===== config.mk =====
export PLATFORM = sky130hd
export DESIGN_NAME = xcorr_scheduler_flat
export DESIGN_NICKNAME = d
export VERILOG_FILES = /design/src/rtl/xcorr_scheduler_if.sv /design/src/rtl/xcorr_scheduler.sv /design/src/flat_wrapper.sv
export SDC_FILE = /design/constraint.sdc
export NUM_CORES = 1
export LEC_CHECK = 0
export ABC_AREA = 0
export CAP_MARGIN = 20
export CORE_UTILIZATION = 50
export CTS_CLUSTER_DIAMETER = 200
export DETAILED_ROUTE_END_ITERATION = 8
export DONT_BUFFER_PORTS = 1
export PLACE_DENSITY_LB_ADDON = 0.05
export SLEW_MARGIN = 10
export SYNTH_ARGS = -nofsm -noshare
export SYNTH_HDL_FRONTEND = slang
export SYNTH_SLANG_ARGS = --single-unit

===== constraint.sdc =====
create_clock -name clk -period 6.5 [get_ports clk]
set_clock_uncertainty 0.1 [all_clocks]
set_input_delay 1.3 -clock clk [delete_from_list [all_inputs] [get_ports clk]]
set_output_delay 1.3 -clock clk [all_outputs]
set_load 0.005 [all_outputs]

===== src/rtl/xcorr_scheduler_if.sv =====
// Bundle of the scheduler's request/result signals and the shared
// correlation-engine handshake. The master side requests measurements and
// plays the engine; the slave side is the scheduler itself.
interface xcorr_scheduler_if #(
  parameter int LAG_W = 16,
  parameter int VAL_W = 32
);
  logic                    start;
  logic                    busy;
  logic                    done;
  logic                    err;
  logic                    eng_start;
  logic                    eng_sel;
  logic                    eng_rdy;
  logic [LAG_W-1:0]        eng_lag;
  logic [VAL_W-1:0]        eng_peak;
  logic [LAG_W-1:0]        lag_a;
  logic [LAG_W-1:0]        lag_b;
  logic [VAL_W-1:0]        peak_a;
  logic [VAL_W-1:0]        peak_b;
  logic signed [LAG_W:0]   tdoa;

  modport master (
    output start, eng_rdy, eng_lag, eng_peak,
    input  busy, done, err, eng_start, eng_sel,
           lag_a, lag_b, peak_a, peak_b, tdoa
  );

  modport slave (
    input  start, eng_rdy, eng_lag, eng_peak,
    output busy, done, err, eng_start, eng_sel,
           lag_a, lag_b, peak_a, peak_b, tdoa
  );
endinterface


===== src/rtl/xcorr_scheduler.sv =====
// Sequences one A+B cross-correlation measurement on a shared engine:
// run channel A, capture its result, run channel B, capture, then register
// the time difference of arrival tdoa = lag_b - lag_a.
// Optional feature macro XCORR_TIMEOUT_EN: adds a wait-cycle counter that
// aborts a stuck engine wait after TIMEOUT cycles and flags err.
module xcorr_scheduler #(
  parameter int LAG_W   = 16,
  parameter int VAL_W   = 32,
  parameter int TIMEOUT = 8192
) (
  input  logic               clk,
  input  logic               rst,
  input  logic               ena,
  xcorr_scheduler_if.slave   bus
);

  typedef enum logic [2:0] {
    IDLE, RUN_A, WAIT_A, RUN_B, WAIT_B, CALC, DONE
  } state_t;

  state_t                 state_q, state_d;
  logic [LAG_W-1:0]       lag_a_q, lag_a_d, lag_b_q, lag_b_d;
  logic [VAL_W-1:0]       peak_a_q, peak_a_d, peak_b_q, peak_b_d;
  logic signed [LAG_W:0]  tdoa_q, tdoa_d;
  logic                   busy, done, eng_start, eng_sel;

`ifdef XCORR_TIMEOUT_EN
  localparam int CNT_W = (TIMEOUT > 1) ? $clog2(TIMEOUT) : 1;
  logic [CNT_W-1:0] cnt_q;
  logic             timeout_hit;
  logic             err_q, err_d;

  assign timeout_hit = (cnt_q == CNT_W'(TIMEOUT - 1));

  // Wait-cycle counter: zeroed while launching a channel, counts in WAIT_*.
  always_ff @(posedge clk or posedge rst) begin
    if (rst) begin
      cnt_q <= '0;
    end else if (ena) begin
      if (state_q == RUN_A || state_q == RUN_B)
        cnt_q <= '0;
      else if ((state_q == WAIT_A || state_q == WAIT_B) && !timeout_hit)
        cnt_q <= cnt_q + 1'b1;
    end
  end

  // Timeout flag register.
  always_ff @(posedge clk or posedge rst) begin
    if (rst)      err_q <= 1'b0;
    else if (ena) err_q <= err_d;
  end

  assign bus.err = err_q;
`else
  assign bus.err = 1'b0;
`endif

  // Next-state, result capture and Moore outputs.
  always_comb begin
    state_d   = state_q;
    lag_a_d   = lag_a_q;
    lag_b_d   = lag_b_q;
    peak_a_d  = peak_a_q;
    peak_b_d  = peak_b_q;
    tdoa_d    = tdoa_q;
    busy      = 1'b1;
    done      = 1'b0;
    eng_start = 1'b0;
    eng_sel   = 1'b0;
`ifdef XCORR_TIMEOUT_EN
    err_d     = err_q;
`endif
    case (state_q)
      IDLE: begin
        busy = 1'b0;
        if (bus.start) begin
          state_d = RUN_A;
`ifdef XCORR_TIMEOUT_EN
          err_d   = 1'b0;
`endif
        end
      end
      RUN_A: begin
        // Gated by ena so a frozen RUN_A never repeats the engine pulse.
        eng_start = ena;
        state_d   = WAIT_A;
      end
      WAIT_A: begin
        if (bus.eng_rdy) begin
          lag_a_d  = bus.eng_lag;
          peak_a_d = bus.eng_peak;
          state_d  = RUN_B;
        end
`ifdef XCORR_TIMEOUT_EN
        else if (timeout_hit) begin
          err_d    = 1'b1;
          lag_a_d  = '0;
          peak_a_d = '0;
          state_d  = CALC;
        end
`endif
      end
      RUN_B: begin
        eng_start = ena;
        eng_sel   = 1'b1;
        state_d   = WAIT_B;
      end
      WAIT_B: begin
        eng_sel = 1'b1;
        if (bus.eng_rdy) begin
          lag_b_d  = bus.eng_lag;
          peak_b_d = bus.eng_peak;
          state_d  = CALC;
        end
`ifdef XCORR_TIMEOUT_EN
        else if (timeout_hit) begin
          err_d    = 1'b1;
          lag_b_d  = '0;
          peak_b_d = '0;
          state_d  = CALC;
        end
`endif
      end
      CALC: begin
        eng_sel = 1'b1;
        // Zero-extend both lags by one bit so the difference cannot overflow.
        tdoa_d  = $signed({1'b0, lag_b_q}) - $signed({1'b0, lag_a_q});
        state_d = DONE;
      end
      DONE: begin
        done    = ena;
        state_d = IDLE;
      end
      default: state_d = IDLE;
    endcase
  end

  // State and result registers; everything holds while ena is low.
  always_ff @(posedge clk or posedge rst) begin
    if (rst) begin
      state_q  <= IDLE;
      lag_a_q  <= '0;
      lag_b_q  <= '0;
      peak_a_q <= '0;
      peak_b_q <= '0;
      tdoa_q   <= '0;
    end else if (ena) begin
      state_q  <= state_d;
      lag_a_q  <= lag_a_d;
      lag_b_q  <= lag_b_d;
      peak_a_q <= peak_a_d;
      peak_b_q <= peak_b_d;
      tdoa_q   <= tdoa_d;
    end
  end

  assign bus.busy      = busy;
  assign bus.done      = done;
  assign bus.eng_start = eng_start;
  assign bus.eng_sel   = eng_sel;
  assign bus.lag_a     = lag_a_q;
  assign bus.lag_b     = lag_b_q;
  assign bus.peak_a    = peak_a_q;
  assign bus.peak_b    = peak_b_q;
  assign bus.tdoa      = tdoa_q;

endmodule


===== src/flat_wrapper.sv =====
// flat-port wrapper written by rule: the top's interface ports become plain ports
module xcorr_scheduler_flat 
#(
  parameter int LAG_W   = 16,
  parameter int VAL_W   = 32,
  parameter int TIMEOUT = 8192
)
  (clk, rst, ena, bus_start, bus_eng_rdy, bus_eng_lag, bus_eng_peak, bus_busy, bus_done, bus_err, bus_eng_start, bus_eng_sel, bus_lag_a, bus_lag_b, bus_peak_a, bus_peak_b, bus_tdoa);
  xcorr_scheduler_if #(.LAG_W(LAG_W), .VAL_W(VAL_W)) bus_i ();
  input  logic clk;
  input  logic rst;
  input  logic ena;
  input wire logic [$bits(bus_i.start)-1:0] bus_start;
  input wire logic [$bits(bus_i.eng_rdy)-1:0] bus_eng_rdy;
  input wire logic [$bits(bus_i.eng_lag)-1:0] bus_eng_lag;
  input wire logic [$bits(bus_i.eng_peak)-1:0] bus_eng_peak;
  output wire logic [$bits(bus_i.busy)-1:0] bus_busy;
  output wire logic [$bits(bus_i.done)-1:0] bus_done;
  output wire logic [$bits(bus_i.err)-1:0] bus_err;
  output wire logic [$bits(bus_i.eng_start)-1:0] bus_eng_start;
  output wire logic [$bits(bus_i.eng_sel)-1:0] bus_eng_sel;
  output wire logic [$bits(bus_i.lag_a)-1:0] bus_lag_a;
  output wire logic [$bits(bus_i.lag_b)-1:0] bus_lag_b;
  output wire logic [$bits(bus_i.peak_a)-1:0] bus_peak_a;
  output wire logic [$bits(bus_i.peak_b)-1:0] bus_peak_b;
  output wire logic [$bits(bus_i.tdoa)-1:0] bus_tdoa;
  assign bus_i.start = bus_start;
  assign bus_i.eng_rdy = bus_eng_rdy;
  assign bus_i.eng_lag = bus_eng_lag;
  assign bus_i.eng_peak = bus_eng_peak;
  assign bus_busy = bus_i.busy;
  assign bus_done = bus_i.done;
  assign bus_err = bus_i.err;
  assign bus_eng_start = bus_i.eng_start;
  assign bus_eng_sel = bus_i.eng_sel;
  assign bus_lag_a = bus_i.lag_a;
  assign bus_lag_b = bus_i.lag_b;
  assign bus_peak_a = bus_i.peak_a;
  assign bus_peak_b = bus_i.peak_b;
  assign bus_tdoa = bus_i.tdoa;
  xcorr_scheduler #(.LAG_W(LAG_W), .VAL_W(VAL_W), .TIMEOUT(TIMEOUT)) u_core (.clk(clk), .rst(rst), .ena(ena), .bus(bus_i));
endmodule

==> impl_metrics.yaml, run 1 <==
critical_path:
  arrival_ns: 1.60
  critPathBufInv: 0
  critPathTopFamily: "simple AND/OR/NAND/NOR gates"
  cpMaxStageDelayCell: "nor3b_1"
  cpPeakStageDelay_ns: 0.24
  start_kind: "input port"
  path_class: "in -> out"
  path_cells: "nand2_2 > nor3b_1"
  crit_path_end_kind: "primary output"
  cp_max_fo: 8
  crit_required_ns: 5.10
timing:
  worst_slew_pin_slew_ns: 0.7486
  period_share_pct: 46.15
  timing.final.crit_period_ns: 3.000
  tns_ns: 0
  rsz0062_at_grt: "false"
  setup_violations: 0
  fmax_mhz: 333.3
  maxSlewHeadroom_pct: 50.09
  hold_violations: 0
  slew_viol_final: 0
detailed_routing:
  drc: 0
  dr_wl_met3_um: 896
  viasPerCell: 5.537
  wl_met1_um: 4565
  ant_nets: 0
  wirelength_um: 10850
  dr.pass1.iters: 4
  first_iter_violations: 118
  met2WireLength_um: 5081
  maxUsedRoutingLayer: "met4"
  post_drt_wl_per_cell_um: 19.10
  vias: 3145
yosys:
  yosysTopAreaCell: "dfrtp_1"
  synthSimpleGateAreaFrac_pct: 6.446
  synth_top_family_by_area: "multiplexers"
  yosysWarningCount: 0
  synth_mux_area_share_pct: 20.70
  synthFlopType: "dfrtp_1"
  synth_compound_area_share_pct: 8.734
  syn_inst: 418
  synth_fp_nets: 488
  async_reset_ff_share_pct: 100.0
  synth_top_area_share_pct: 53.60
  synth_seq_area_share_pct: 53.60
  yosys-top-cells-area: "dfrtp_1 (54%), mux2_2 (19%), ha_1 (3.7%), nand2_1 (1.9%), buf_6 (1.7%)"
  synth_cell_types: 58
  synth_fa_ha_area_share_pct: 4.067
  synth_xor_xnor_area_share_pct: 1.617
  syn_area_per_cell_um2: 12.96
  synth_edf_count: 0
  netlist_area_um2: 5415
  synth-seq-cells: 116
cts:
  post_cts_buffers: 0
  cts_tree: "yes"
  cts_max_path_buffers: 2
  ctsHoldBuffers: 0
  cts.sinks: 116
  cts.repair.resized: 0
  clock_latency_ns: 0.51
  path_clk_slew_ns: 0.05
  numCtsBuffers: 17
  clock-root-buffer: "clkbuf_8"
  h-tree-depth: 4
floorplan:
  die_w_um: 106.1
  dieArea_um2: 11250
  die_y_um: 106.1
  row_count: 37
  initial_utilization_pct: 51.99
  core_area_um2: 10420
  io_pins: 171
run_status:
  outcome: "complete, no violations"
placed_design:
  io_buffers: 0
  placed_area_um2: 5458
  dp.cells: 537
  place_congestion: 0.7760
  hpwl_um: 7483
finish:
  instances_no_fill: 568
  fillerInstances: 881
  num_antenna_cells: 0
  design_area_um2: 6053
  synthToLayoutAreaGrowth_pct: 11.78
  drive_gt1_share_pct: 33.10
  nets: 490
global_route:
  grt_antenna_before_repair: 0
  grt-ovfl-total: 0
  grt_max_degree: 60
  grt.total_usage_pct: 20.50
  grt_pass1_wl_um: 17380
  grt_pass1_vias: 3299
worst_hold_path:
  holdCritPathClass: "reg -> reg"
flow_run:
  max_cap_viol_count: 0
power_and_ir_drop:
  ir_worst_vdd_mv: 0.2230
  powerDensity_nw_per_um2: 589.1
  power_mw: 3.566
  leakage_nw: 2.762
[worst paths after layout]
kind	from	end	slack, ns	depth (start not counted)
worst max register to register	u_core.bus.lag_b[0]	u_core.bus.tdoa[16]	4.08	9
min in group asynchronous	rst	u_core.bus.peak_b[6]	0.68	1
worst max-delay path	ena	bus_done	3.50	2
max in group asynchronous	rst	u_core.bus.tdoa[16]	4.41	2
worst min-delay path	u_core.bus.tdoa[5]	u_core.bus.tdoa[5]	0.40	2
worst min register to register	u_core.bus.tdoa[5]	u_core.bus.tdoa[5]	0.40	2
[worst reg2reg max path, stage by stage, from the launching register on]
cell and delay (ns):
dfrtp_1 0.36, inv_1 0.07, ha_1 0.23, fa_1 0.40, nand2b_1 0.22, a211oi_2 0.20, nor2_1 0.12, o21ai_2 0.19
nand3_1 0.11, a221o_1 0.30
[state kept, by name, summed over array words and instances (netlist names)]
| name | cells |
|---|---|
| u_core.bus.peak_a | 32 |
| u_core.bus.peak_b | 32 |
| u_core.bus.tdoa | 17 |
| u_core.bus.lag_a | 16 |
| u_core.bus.lag_b | 16 |
| u_core.state_q | 3 |
[per-stage QoR]
step                hold WS [ns]  utilization [%]  setup WS (ns)
floorplan                 0.3726                -          2.028
global placement          0.3887            52.40          3.484
detailed placement        0.4024            52.40          3.496
CTS                       0.4146            58.11          3.495
global route              0.4444            58.11          3.477
finish                    0.4043            58.11          3.500
[layout make-up]
cell class / count / area, um^2 / share of cell area, %
clock buffer: 21 / 439.2 / 7.255
clock inverter: 10 / 156.4 / 2.584
inverter: 24 / 92.59 / 1.530
multi-input combinational: 256 / 2255 / 37.25
sequential: 116 / 2903 / 47.95
tap: 136 / 170.2 / 2.811
timing repair buffer: 5 / 37.54 / 0.6201
[metal layers]
metal  global-route usage, %  vias up
met5                       0        -
met4                   9.226        0
met3                   9.258       25
met2                   31.05      110
met1                   25.13     1548
li1                        -     1462
[where the power goes]
| part | switching [mW] | internal, mW |
|---|---|---|
| combinational | 0.646 | 0.612 |
| sequential | 0.312 | 1.06 |
| clock | 0.312 | 0.628 |
[cell families (layout without fill, tap and decap cells)]
logic type	after synthesis	after routing
buffers and inverters	46	60
muxes	100	100
adders and majority gates	17	17
DFF	116	116
and+or+nand+nor	67	67
xor gates and xnor gates	10	10
other	1	1
AOI/OAI and AO/OA	61	61
[synthesized netlist by cell type, drive strengths merged (3+ instances only)]
cell type and n:
dfrtp 116, o211ai 3, a21o 3, nor2 9, xnor2 7, o21ai 23, inv 24, nor3 4
nand3 5, mux2 96, nand2b 5, mux2i 4, a21oi 14, o31ai 3, nand2 29, buf 20
ha 16, xor2 3
[cells in the final DEF (no fill, tap or decap), types with 4 or more instances in the layout]
| cell type | synthesis | final |
|---|---|---|
| dfrtp_1 | 116 | 116 |
| mux2_2 | 89 | 89 |
| nand2_1 | 27 | 27 |
| inv_1 | 23 | 22 |
| o21ai_0 | 16 | 16 |
| ha_1 | 16 | 16 |
| clkbuf_16 | 0 | 16 |
| a21oi_1 | 9 | 9 |
| nor2_1 | 7 | 7 |
| mux2_1 | 7 | 7 |
| xnor2_1 | 7 | 7 |
| nand2b_1 | 5 | 5 |
| nand3_1 | 5 | 5 |
| o21ai_1 | 5 | 5 |
| buf_4 | 4 | 5 |
| nor3_1 | 4 | 4 |
| mux2i_1 | 4 | 4 |
| clkinv_2 | 0 | 4 |
| bufinv_16 | 0 | 4 |
(Power assumes the default switching activity.)
==> inputs of run 2 (changes only) <==
Clock period 6.5 ns to 2.8 ns, I/O delays scaled along.
==> run 2 against run 1 <==
  * Sequential power is 130% higher
  * Die area did not move
  * Count of clock-buffer cells in the layout decreased by 3
  * Global-route usage grew 0.53 points
  * Via count grew 2.9%
  * Register-to-register slack lost 3.7 ns
==> impl_metrics.yaml, run 2 (synthesis gave the netlist of run 1 again) <==
global_route:
  grt_pass1_wl_um: 17930
  grt_antenna_before_repair: 0
  grt_pass1_vias: 3468
  grt_max_degree: 45
  grt-ovfl-total: 0
  grt.total_usage_pct: 21.04
critical_path:
  path_class: "reg -> reg"
  r2r-end: "u_core.bus.tdoa[16]"
  reg2reg_depth: 9
  rr_startpoint: "u_core.bus.lag_b[0]"
  crit_path_end_kind: "flop"
  arrival_ns: 2.69
  cp_max_fo: 3
  crit_required_ns: 3.10
  start_kind: "flop"
  rrSetupSlack_ns: 0.42
power_and_ir_drop:
  ir_worst_vdd_mv: 0.6346
  leakage_nw: 2.806
  powerDensity_nw_per_um2: 1379
  power_frac_seq_pct: 37.3
  p_sw_mw: 3.041
  p_clk_share_pct: 28.0
  comb_power_share_pct: 34.7
  p_int_mw: 5.455
  sw_frac_of_total_pct: 35.80
timing:
  hold_violations: 0
  worst_slew_pin_slew_ns: 0.7351
  whs_ns: 0.02298
  rsz0062_at_grt: "false"
  timing.final.crit_period_ns: 2.383
  fmax_mhz: 419.6
  period_share_pct: 85.11
  setup_violations: 0
  maxSlewHeadroom_pct: 50.89
  tns_ns: 0
  slew_viol_final: 0
finish:
  drive_gt1_share_pct: 34.17
  synthToLayoutAreaGrowth_pct: 13.77
  final_cell_mix: "dfrtp_1 (116), mux2_2 (89), nand2_1 (27)"
  nets: 493
  num_antenna_cells: 0
  final_common_cell: "dfrtp_1"
  fillerInstances: 861
cts:
  cts_tree: "yes"
  clock-root-buffer: "clkbuf_8"
  cts_max_path_buffers: 2
  h-tree-depth: 4
  clock_latency_ns: 0.53
  path_clk_slew_ns: 0.06
  numCtsBuffers: 17
  cts.sinks: 116
placed_design:
  hpwl_um: 7663
  place_congestion: 0.7939
  io_buffers: 0
floorplan:
  dieArea_um2: 11250
  core_area_um2: 10420
  die_w_um: 106.1
  die_y_um: 106.1
  io_pins: 171
  initial_utilization_pct: 51.99
  row_count: 37
worst_hold_path:
  min_to: "u_core.state_q[0]"
  hold_depth: 1
  holdCritPathClass: "in -> reg"
  hold_start: "ena"
run_status:
  outcome: "complete, no violations"
detailed_routing:
  viasPerCell: 5.659
  vias: 3237
  drc: 0
  first_iter_violations: 122
  ant_nets: 0
  dr.pass1.iters: 4
  wirelength_um: 11000
  post_drt_wl_per_cell_um: 19.22
flow_run:
  max_cap_viol_count: 0
## run 2: critical path: stages, from the launching register on
cell	delay [ns]
dfrtp_1	0.36
inv_1	0.07
ha_1	0.22
fa_1	0.41
nand2b_1	0.21
a211oi_2	0.20
nor2_1	0.12
o21ai_2	0.18
nand3_1	0.10
a221o_1	0.30
## run 2: worst max path at each step
| stage | start | endpoint | slack, ns | depth (start not counted) |
|---|---|---|---|---|
| 6_report | u_core.bus.lag_b[0] | u_core.bus.tdoa[16] | 0.42 | 9 |
| 5_1_grt | u_core.bus.lag_b[0] | u_core.bus.tdoa[16] | 0.30 | 9 |
| 4_1_cts | u_core.bus.lag_b[0] | u_core.bus.tdoa[16] | 0.41 | 9 |
| 3_5_place_dp | u_core.bus.lag_b[0] | u_core.bus.tdoa[16] | 0.43 | 9 |
| 3_3_place_gp | u_core.bus.lag_b[0] | u_core.bus.tdoa[16] | 0.49 | 9 |
| 2_1_floorplan | u_core.bus.lag_b[0] | u_core.bus.tdoa[16] | 0.65 | 9 |
## run 2: final cells by class
cell class	instances	area, um^2	area share (%)
flip-flops and latches	116	2903	47.12
well taps	136	170.2	2.762
clock buffers	18	427.9	6.946
clock inverters	14	224.0	3.635
multi-input cells	256	2255	36.60
inverters	24	93.84	1.523
repair buffers	8	87.58	1.422
## run 2: power groups by stage
| stage | clock network, mW | logic, mW | registers, mW |
|---|---|---|---|
| detailed placement | 0 | 2.94 | 3.21 |
| global placement | 0 | 2.86 | 3.19 |
| floorplan | 0 | 2.58 | 2.94 |
| finish | 2.38 | 2.95 | 3.17 |
| CTS | 2.42 | 2.98 | 3.19 |
| global route | 2.50 | 3.28 | 3.28 |
## run 2: timing repair
| action | in CTS | in global routing |
|---|---|---|
| gates resized for setup | 0 | 0 |
| buffers inserted | 0 | 0 |
| endpoints found under the setup margin | 0 | 0 |
| hold buffers | 1 | 0 |
| hold endpoints to repair | 31 | 0 |
## run 2: per-stage QoR
step / cells / utilization (%) / setup slack (ns) / total power [mW] / instance area, um^2
6_report: 572 / 59.15 / 0.4169 / 8.497 / 6161
5_1_grt: 572 / 59.15 / 0.2979 / 9.054 / 6161
4_1_cts: 572 / 59.15 / 0.4103 / 8.582 / 6161
3_5_place_dp: 539 / 52.79 / 0.4319 / 6.147 / 5499
3_3_place_gp: 539 / 52.79 / 0.4909 / 6.050 / 5499
2_1_floorplan: 418 / - / 0.6484 / 5.512 / 5419
## run 2: layer usage
metal | routed length (um) | vias to the layer above | GRT usage (%)
li1 | - | 1483 | -
met1 | 4497 | 1624 | 24.36
met2 | 5397 | 108 | 34.27
met3 | 883 | 22 | 8.461
met4 | 218 | 0 | 9.524
met5 | 0 | - | 0
